File: config.mk
export PLATFORM = sky130hd
export DESIGN_NAME = dla_rand_arbiter
export DESIGN_NICKNAME = d
export VERILOG_FILES = /design/src/rtl/dla_pkg.sv /design/src/rtl/dla_lsfr.sv /design/src/rtl/dla_rand_arbiter.sv
export SDC_FILE = /design/constraint.sdc
export NUM_CORES = 1
export LEC_CHECK = 0
export ABC_CLOCK_PERIOD_IN_PS = 7800
export CAP_MARGIN = 0
export CORE_ASPECT_RATIO = 0.7
export CORE_MARGIN = 5
export CORE_UTILIZATION = 35
export CTS_CLUSTER_SIZE = 8
export DETAILED_ROUTE_END_ITERATION = 16
export PLACE_DENSITY = 0.65
export SETUP_SLACK_MARGIN = 0.4
export SLEW_MARGIN = 20
export SYNTH_ARGS = -nofsm -noshare
export SYNTH_HDL_FRONTEND = slang
export SYNTH_HIERARCHICAL = 1
export SYNTH_SLANG_ARGS = --single-unit
File: constraint.sdc
create_clock -name clk -period 7.8 [get_ports clk]
set_input_delay 1.56 -clock clk [delete_from_list [all_inputs] [get_ports clk]]
set_output_delay 1.56 -clock clk [all_outputs]
set_load 0.02 [all_outputs]
File: src/rtl/dla_pkg.sv
// Shared types and constants for the DLA random-number arbiter.
package dla_pkg;

    typedef enum logic [1:0] {
        IDLE = 2'd0,
        DRAW = 2'd1,
        RESP = 2'd2
    } state_e;

    localparam logic [15:0] DEF_TAP  = 16'hD008;
    localparam logic [15:0] DEF_SEED = 16'hFFFF;

    // Smallest 2^k-1 covering v: smear every set bit down to bit 0.
    function automatic logic [63:0] smear_mask(input logic [63:0] v);
        logic [63:0] m;
        m = v;
        for (int s = 1; s < 64; s = s * 2) begin
            m = m | (m >> s);
        end
        return m;
    endfunction

endpackage

File: src/rtl/dla_lsfr.sv
// Galois-style shift-left LFSR that advances only when asked to.
module dla_lsfr
    import dla_pkg::*;
#(
    parameter int               WIDTH = 16,
    parameter logic [WIDTH-1:0] TAP   = WIDTH'(DEF_TAP),
    parameter logic [WIDTH-1:0] SEED  = WIDTH'(DEF_SEED)
) (
    input  logic             clk,
    input  logic             rst,
    input  logic             shift,
    output logic [WIDTH-1:0] value
);

    logic [WIDTH-1:0] lfsr_q, lfsr_d;

    // Next value: msb wraps into bit 0 and is xored into every tapped bit.
    always_comb begin
        lfsr_d = lfsr_q;
        if (shift) begin
            lfsr_d[0] = lfsr_q[WIDTH-1];
            for (int i = 1; i < WIDTH; i++) begin
                lfsr_d[i] = lfsr_q[i-1] ^ (TAP[i] & lfsr_q[WIDTH-1]);
            end
        end
    end

    // State register; reset reloads the seed so sequences are reproducible.
    always_ff @(posedge clk or posedge rst) begin
        if (rst) lfsr_q <= SEED;
        else     lfsr_q <= lfsr_d;
    end

    assign value = lfsr_q;

endmodule

File: src/rtl/dla_rand_arbiter.sv
// Round-robin arbiter handing out bounded uniform random values from one
// shared LFSR, using mask-and-reject sampling with a bounded retry count.
module dla_rand_arbiter
    import dla_pkg::*;
#(
    parameter int               N          = 4,
    parameter int               WIDTH      = 16,
    parameter logic [WIDTH-1:0] TAP        = WIDTH'(DEF_TAP),
    parameter logic [WIDTH-1:0] SEED       = WIDTH'(DEF_SEED),
    parameter int               MAX_TRY    = 8,
    parameter bit               IDLE_SHIFT = 1'b0
) (
    input  logic                 clk,
    input  logic                 rst,
    input  logic [N-1:0]         req,
    input  logic [N*WIDTH-1:0]   req_max,
    output logic [N-1:0]         ack,
    output logic [WIDTH-1:0]     rsp_data,
    output logic [$clog2(N)-1:0] rsp_id,
    output logic                 busy
);

    localparam int IDW = $clog2(N);
    localparam int TW  = $clog2(MAX_TRY + 1);

    state_e           state_q, state_d;
    logic [IDW-1:0]   id_q, id_d;
    logic [IDW-1:0]   last_q, last_d;
    logic [WIDTH-1:0] max_q, max_d;
    logic [WIDTH-1:0] mask_q, mask_d;
    logic [TW-1:0]    tries_q, tries_d;
    logic [N-1:0]     ack_q, ack_d;
    logic [WIDTH-1:0] rsp_data_q, rsp_data_d;
    logic [IDW-1:0]   rsp_id_q, rsp_id_d;
    logic             busy_q, busy_d;

    logic             lfsr_shift;
    logic [WIDTH-1:0] lfsr_val;
    logic [WIDTH-1:0] cand;
    logic [WIDTH-1:0] pick_max;
    logic [IDW-1:0]   pick;
    logic             found;

    dla_lsfr #(
        .WIDTH (WIDTH),
        .TAP   (TAP),
        .SEED  (SEED)
    ) u_lsfr (
        .clk   (clk),
        .rst   (rst),
        .shift (lfsr_shift),
        .value (lfsr_val)
    );

    // Round-robin pick: first active request after the last one served.
    always_comb begin
        found = 1'b0;
        pick  = last_q;
        for (int j = 1; j <= N; j++) begin
            if (!found && req[(int'(last_q) + j) % N]) begin
                found = 1'b1;
                pick  = IDW'((int'(last_q) + j) % N);
            end
        end
    end

    assign pick_max = req_max[int'(pick)*WIDTH +: WIDTH];
    assign cand     = lfsr_val & mask_q;

    // FSM next state: grant in IDLE, draw/reject in DRAW, one-cycle ack in RESP.
    always_comb begin
        state_d    = state_q;
        id_d       = id_q;
        last_d     = last_q;
        max_d      = max_q;
        mask_d     = mask_q;
        tries_d    = tries_q;
        ack_d      = '0;
        rsp_data_d = rsp_data_q;
        rsp_id_d   = rsp_id_q;
        lfsr_shift = 1'b0;
        unique case (state_q)
            IDLE: begin
                lfsr_shift = IDLE_SHIFT;
                if (found) begin
                    id_d    = pick;
                    max_d   = pick_max;
                    mask_d  = WIDTH'(smear_mask(64'(pick_max)));
                    tries_d = '0;
                    state_d = DRAW;
                end
            end
            DRAW: begin
                lfsr_shift = 1'b1;
                if (cand <= max_q) begin
                    rsp_data_d = cand;
                    rsp_id_d   = id_q;
                    ack_d      = N'(1) << id_q;
                    state_d    = RESP;
                end else if (tries_q == TW'(MAX_TRY - 1)) begin
                    // mask < 2*max+1, so halving the rejected value lands in range
                    rsp_data_d = cand >> 1;
                    rsp_id_d   = id_q;
                    ack_d      = N'(1) << id_q;
                    state_d    = RESP;
                end else begin
                    tries_d = tries_q + TW'(1);
                end
            end
            RESP: begin
                last_d  = id_q;
                state_d = IDLE;
            end
            default: state_d = IDLE;
        endcase
        busy_d = (state_d != IDLE);
    end

    // State and registered outputs; reset aborts any transaction at once.
    always_ff @(posedge clk or posedge rst) begin
        if (rst) begin
            state_q    <= IDLE;
            id_q       <= '0;
            last_q     <= IDW'(N - 1);
            max_q      <= '0;
            mask_q     <= '0;
            tries_q    <= '0;
            ack_q      <= '0;
            rsp_data_q <= '0;
            rsp_id_q   <= '0;
            busy_q     <= 1'b0;
        end else begin
            state_q    <= state_d;
            id_q       <= id_d;
            last_q     <= last_d;
            max_q      <= max_d;
            mask_q     <= mask_d;
            tries_q    <= tries_d;
            ack_q      <= ack_d;
            rsp_data_q <= rsp_data_d;
            rsp_id_q   <= rsp_id_d;
            busy_q     <= busy_d;
        end
    end

    assign ack      = ack_q;
    assign rsp_data = rsp_data_q;
    assign rsp_id   = rsp_id_q;
    assign busy     = busy_q;

endmodule

# Word-level counts from Yosys, hierarchy flattened
# Cells that the tools add are included.
[op_classes]
n_lt_le_gt_ge = 5
eq_ne = 6
n_reduce_logical = 17
addsub = 5
n_mux = 36
n_div = 0
n_shift = 2
n_bitwise = 15
n_mul = 0
[op_table]
columns = ["operator", "count"]
rows = [
  ["$shiftx 64x7->16", 1],
  ["$mux 16", 2],
  ["$or 16x1->16 const B", 2],
  ["$mux 4", 6],
  ["$mux 2", 9],
  ["$and 16x16->16", 1],
  ["$le 16x16->1", 1],
  ["$lt 3x4->1 const B", 4],
  ["$or 16x12->16", 1],
  ["$or 16x14->16", 1],
  ["$or 16x15->16", 1],
  ["$or 16x8->16", 1],
  ["$mux 1", 13],
  ["$bmux 1 s2", 4],
  ["$pmux 4 s2", 1],
  ["$reduce_or 2->1", 4],
  ["$ne 2x2->1 const B", 3],
  ["$reduce_bool 2->1", 3],
  ["$add 2x1->2 const B", 2],
  ["$add 2x2->2 const B", 2],
  ["$add 4x1->4 const B", 1],
  ["$and 1x1->1 const A", 4],
  ["$eq 4x3->1 const B", 1],
  ["$pmux 2 s2", 1],
  ["other kinds (9)", 17],
]
[word_totals]
mem_bits_ro = 0
input_bits = 70
ram_bits = 0
out_inout_bits = 23
register_bits = 81
elab_cells = 97
latch_bits = 0
memories = 0

# Longest topological paths before layout
[logic_depth]
ltp_word = 23
ltp_mapped = 12
ltp_nobuf = 10

# By module
# The synthesis kept the hierarchy.
[modules_own_cells]
columns = ["mod", "area_per_inst_um2", "cells_each", "n_inst"]
rows = [
  ["dla_rand_arbiter", 4225.3, 461, 1],
  ["dla_lsfr", 666.9, 43, 1],
]

# Worst setup path after synthesis
# OpenSTA, ideal clock, no wires.
[synth_path]
path_kind = "input -> register"
start = "input req[3]"
end = "register mask_q[0]"
setup_ns = 0.156
path_stages = 7
setup_slack_ns = 4.160
arrival_ns = 3.484
path_cell_list = "nand2b_1 o21ai_1 a221oi_4 mux4_2 a311o_1 nor2_1 a41oi_1"
[synth_between]
elab_chain_len = 20
word_cells_on_any_way = 34
classes_between = "1 x shift; 20 x mux; 6 x bitwise; 7 x reduce/logical"
[synth_lines]
columns = ["element", "line_no", "source"]
rows = [
  ["start: declaration", "dla_rand_arbiter.sv:15", "input logic [N-1:0] req,"],
  ["$bmux 1 s2", "dla_rand_arbiter.sv:60", "if (!found && req[(int'(last_q) + j) % N]) begin"],
  ["$mux 1 (implied by the code) (2 in a row)", "dla_rand_arbiter.sv:60", ""],
  ["$mux 1", "dla_rand_arbiter.sv:60", ""],
  ["$logic_not 1->1", "dla_rand_arbiter.sv:60", ""],
  ["$logic_and 1x1->1", "dla_rand_arbiter.sv:60", ""],
  ["$mux 1", "dla_rand_arbiter.sv:60", ""],
  ["$logic_not 1->1", "dla_rand_arbiter.sv:60", ""],
  ["$logic_and 1x1->1", "dla_rand_arbiter.sv:60", ""],
  ["[... 2 more ...]", "n/a", ""],
  ["$logic_and 1x1->1", "dla_rand_arbiter.sv:60", ""],
  ["$mux 2", "dla_rand_arbiter.sv:60", ""],
  ["$shiftx 64x7->16", "dla_rand_arbiter.sv:67", "assign pick_max = req_max[int'(pick)*WIDTH +: WIDTH];"],
  ["$or 16x15->16", "dla_pkg.sv:18", "m = m | (m >> s);"],
  ["$or 16x14->16", "dla_pkg.sv:18", ""],
  ["$or 16x12->16", "dla_pkg.sv:18", ""],
  ["$or 16x8->16", "dla_pkg.sv:18", ""],
  ["$or 16x1->16 (2 in a row)", "dla_pkg.sv:18", ""],
  ["end signal: assignment", "dla_rand_arbiter.sv:137", "mask_q <= mask_d;"],
  ["end: declaration", "dla_rand_arbiter.sv:30", "logic [WIDTH-1:0] mask_q, mask_d;"],
]
# Parallel ways exist; a longest one is shown, timed or not. The select of a mux whose other input is x is not followed.
# A chain may end at the register's enable or synchronous reset.

# Final worst setup path
[layout_path]
start = "input req[0]"
end = "register mask_q[0]"
# The elaborated chain is that of the path after synthesis.

==> out/qor.yml <==
status: "complete, no violations"
maxSlewViolCount: 0
area_growth_pct: 28.3
avgSynthCellArea_um2: 9.71
cp-start-kind: "input pin"
maxSlewHeadroom: 0.380
root_buffer: "clkbuf_16"
drv_cap: 0
grt_first_pass_wirelength_mm: 22.0
clk_pin_slew_ns: 0.06
hold_violations: 0
power_frac_clock: 0.156
drive_above_1_share: 0.124
drt_iter0_drc: 258
p_sw_mw: 1.25
power.density_nw_per_um2: 461
synthCells: 504
num_io_pins: 93
tritoncts: "done"
max_freq_ghz: 0.234
cp_max_fo: 25
worstMarginPinSlew_ns: 0.931
synthTopCellsByArea: "dfrtp_1 32%, dfstp_2 9.7%, nand2_1 5.1%"
die_y_um: 109
synth_common_cells: "66 x nand2_1, 62 x dfrtp_1, 26 x nor2_1"
rows: 36
finalCritPeriodShare: 0.548
numClockSinks: 80
die_width_um: 151
grt_use_total: 0.170
dp_hpwl_mm: 10.4
cts_buffers: 9
finClkSkew_ns: 0.0117
drc_errors: 0
routedWlPerCell_um: 17.1
post_cts_buffers: 0
leakage_nw: 2.54
yosys.area.top_type: "dfrtp_1"
start_util: 0.354
worstPathArrival_ns: 4.47
vdd_drop_max_uv: 207
diodes: 0
port_buffers: 92
synth_edf_count: 0
h-tree-depth: 3
synth_nets: 590
grt_max_degree: 65
cts_resized: 0
ant_nets: 0
yosys_warnings: 6
avgViaCountPerCell: 5.35
core_area_um2: 13800
min_path_type: "flop to flop"
antenna_found_initial: 0
firstDrtPassIters: 5
critPathCaptureType: "flop"
syn_area_um2: 4890
swShare: 0.431
grt-ovfl-total: 0
setup_viol: 0
synth-seq-cells: 80
synth_most_common_cell: "nand2_1"
gp_congestion: 0.859
rsz0062_at_grt: "false"
p_seq_frac: 0.264
grt_pass1_vias: 4203
crit_required_ns: 7.99
intPower_mw: 1.65
synthArstFlopShare: 1.00
setup_tns_ns: 0
combPwrFrac: 0.580
synth_top_area_frac: 0.317
whs_ns: 0.478
seq_area_frac_synth: 0.414
cts_hold_buffers: 0
crit_type: "input pin to flop"
final_nets: 668
fin_crit_ns: 4.28
cts_max_path_buffers: 2
drt_wl_total_mm: 13.3
route.vias.total: 4156
synthFlopType: "dfrtp_1"
synth_cell_types: 57
die-area_um2: 16500
clkLatencyLatePin_ns: 0.34
[area by class of cell]
cell class | instances | area [um2]
timing repair buffer | 99 | 973
tap | 190 | 238
clock buffer | 10 | 229
fill | 1316 | 7550
multi-input combinational | 369 | 2630
clock inverter | 6 | 93.8
sequential | 80 | 2020
inverter | 23 | 86.3
[flip-flops by register name, indices dropped and copies added, names as in the netlist]
signal        flops
rsp_data         16
rsp_id            2
ack               4
tries_q           4
mask_q           15
busy              1
state_q           2
max_q            16
u_lsfr/value     16
last_q            2
id_q              2
[through the flow]
stage | power, mW | std cells | area, um2 | utilization | setup slack [ns]
global route | 3.13 | 777 | 6280 | 0.454 | 3.27
floorplan | 2.00 | 504 | 4890 | - | 4.16
CTS | 2.91 | 777 | 6280 | 0.454 | 3.55
detailed placement | 2.44 | 761 | 5960 | 0.431 | 3.19
global placement | 2.37 | 761 | 5960 | 0.431 | 3.34
finish | 2.90 | 777 | 6280 | 0.454 | 3.52
[worst paths after layout]
kind,from,end,slack (ns),cells past startpoint
worst max-delay path,req[0],mask_q[0]$_DFFE_PP0P_,3.52,8
worst max register to register,u_lsfr/value[9]$_DFFE_PP1P_,rsp_data[14]$_DFFE_PP0P_,3.88,10
max in group asynchronous,rst,tries_q[2]$_DFFE_PP0P_,5.48,3
min in group asynchronous,rst,mask_q[2]$_DFFE_PP0P_,1.80,3
worst min register to register,mask_q[10]$_DFFE_PP0P_,mask_q[10]$_DFFE_PP0P_,0.48,2
worst min-delay path,mask_q[10]$_DFFE_PP0P_,mask_q[10]$_DFFE_PP0P_,0.48,2
[cell usage in the layout (no fill, tap or decap), types with 12 or more instances in the layout]
cell	netlist	final
dfstp_2	18	18
o21ai_1	23	23
or3_1	18	18
o31ai_1	16	16
ha_1	16	16
mux2i_1	14	14
nor2_1	26	26
clkdlybuf4s50_1	0	92
nand3_1	16	16
dfrtp_1	62	62
a21oi_1	17	17
mux2_1	16	16
nand2_1	66	66
mux2_2	12	12
inv_1	23	22
a22oi_1	14	14
[metal layers]
layer	track usage	up-vias	wire, um
met3	0.0523	13	1110
met4	0.0420	0	164
met1	0.256	1990	6800
met2	0.237	169	5210
li1	-	1984	-
met5	0	-	0
[critical path: stages]
cell             delay [ns]
clkdlybuf4s50_1        0.46
nor2_1                 0.29
and3b_1                0.28
or2_1                  0.53
a211oi_2               0.44
o211ai_2               0.18
nor4b_4                0.53
a41oi_1                0.19
[power by group through the flow]
stage / Combinational (mW) / Sequential, mW / Clock [mW]
finish: 1.68 / 0.763 / 0.452
global route: 1.86 / 0.789 / 0.479
CTS: 1.69 / 0.763 / 0.463
detailed placement: 1.68 / 0.769 / 0
global placement: 1.62 / 0.757 / 0
floorplan: 1.21 / 0.789 / 0
[logic make-up (layout without fill, tap and decap cells)]
logic type | after synthesis | after routing | synth area share
buffers and inverters | 55 | 138 | 0.0504
AO/OA/AOI/OAI | 118 | 118 | 0.168
AND/OR/NAND/NOR | 179 | 179 | 0.185
XOR/XNOR | 4 | 4 | 0.00716
multiplexers | 52 | 52 | 0.135
flip-flops | 80 | 80 | 0.414
adder cells (fa/ha/maj) | 16 | 16 | 0.0409
No activity file was read; power rests on OpenSTA's default activity.
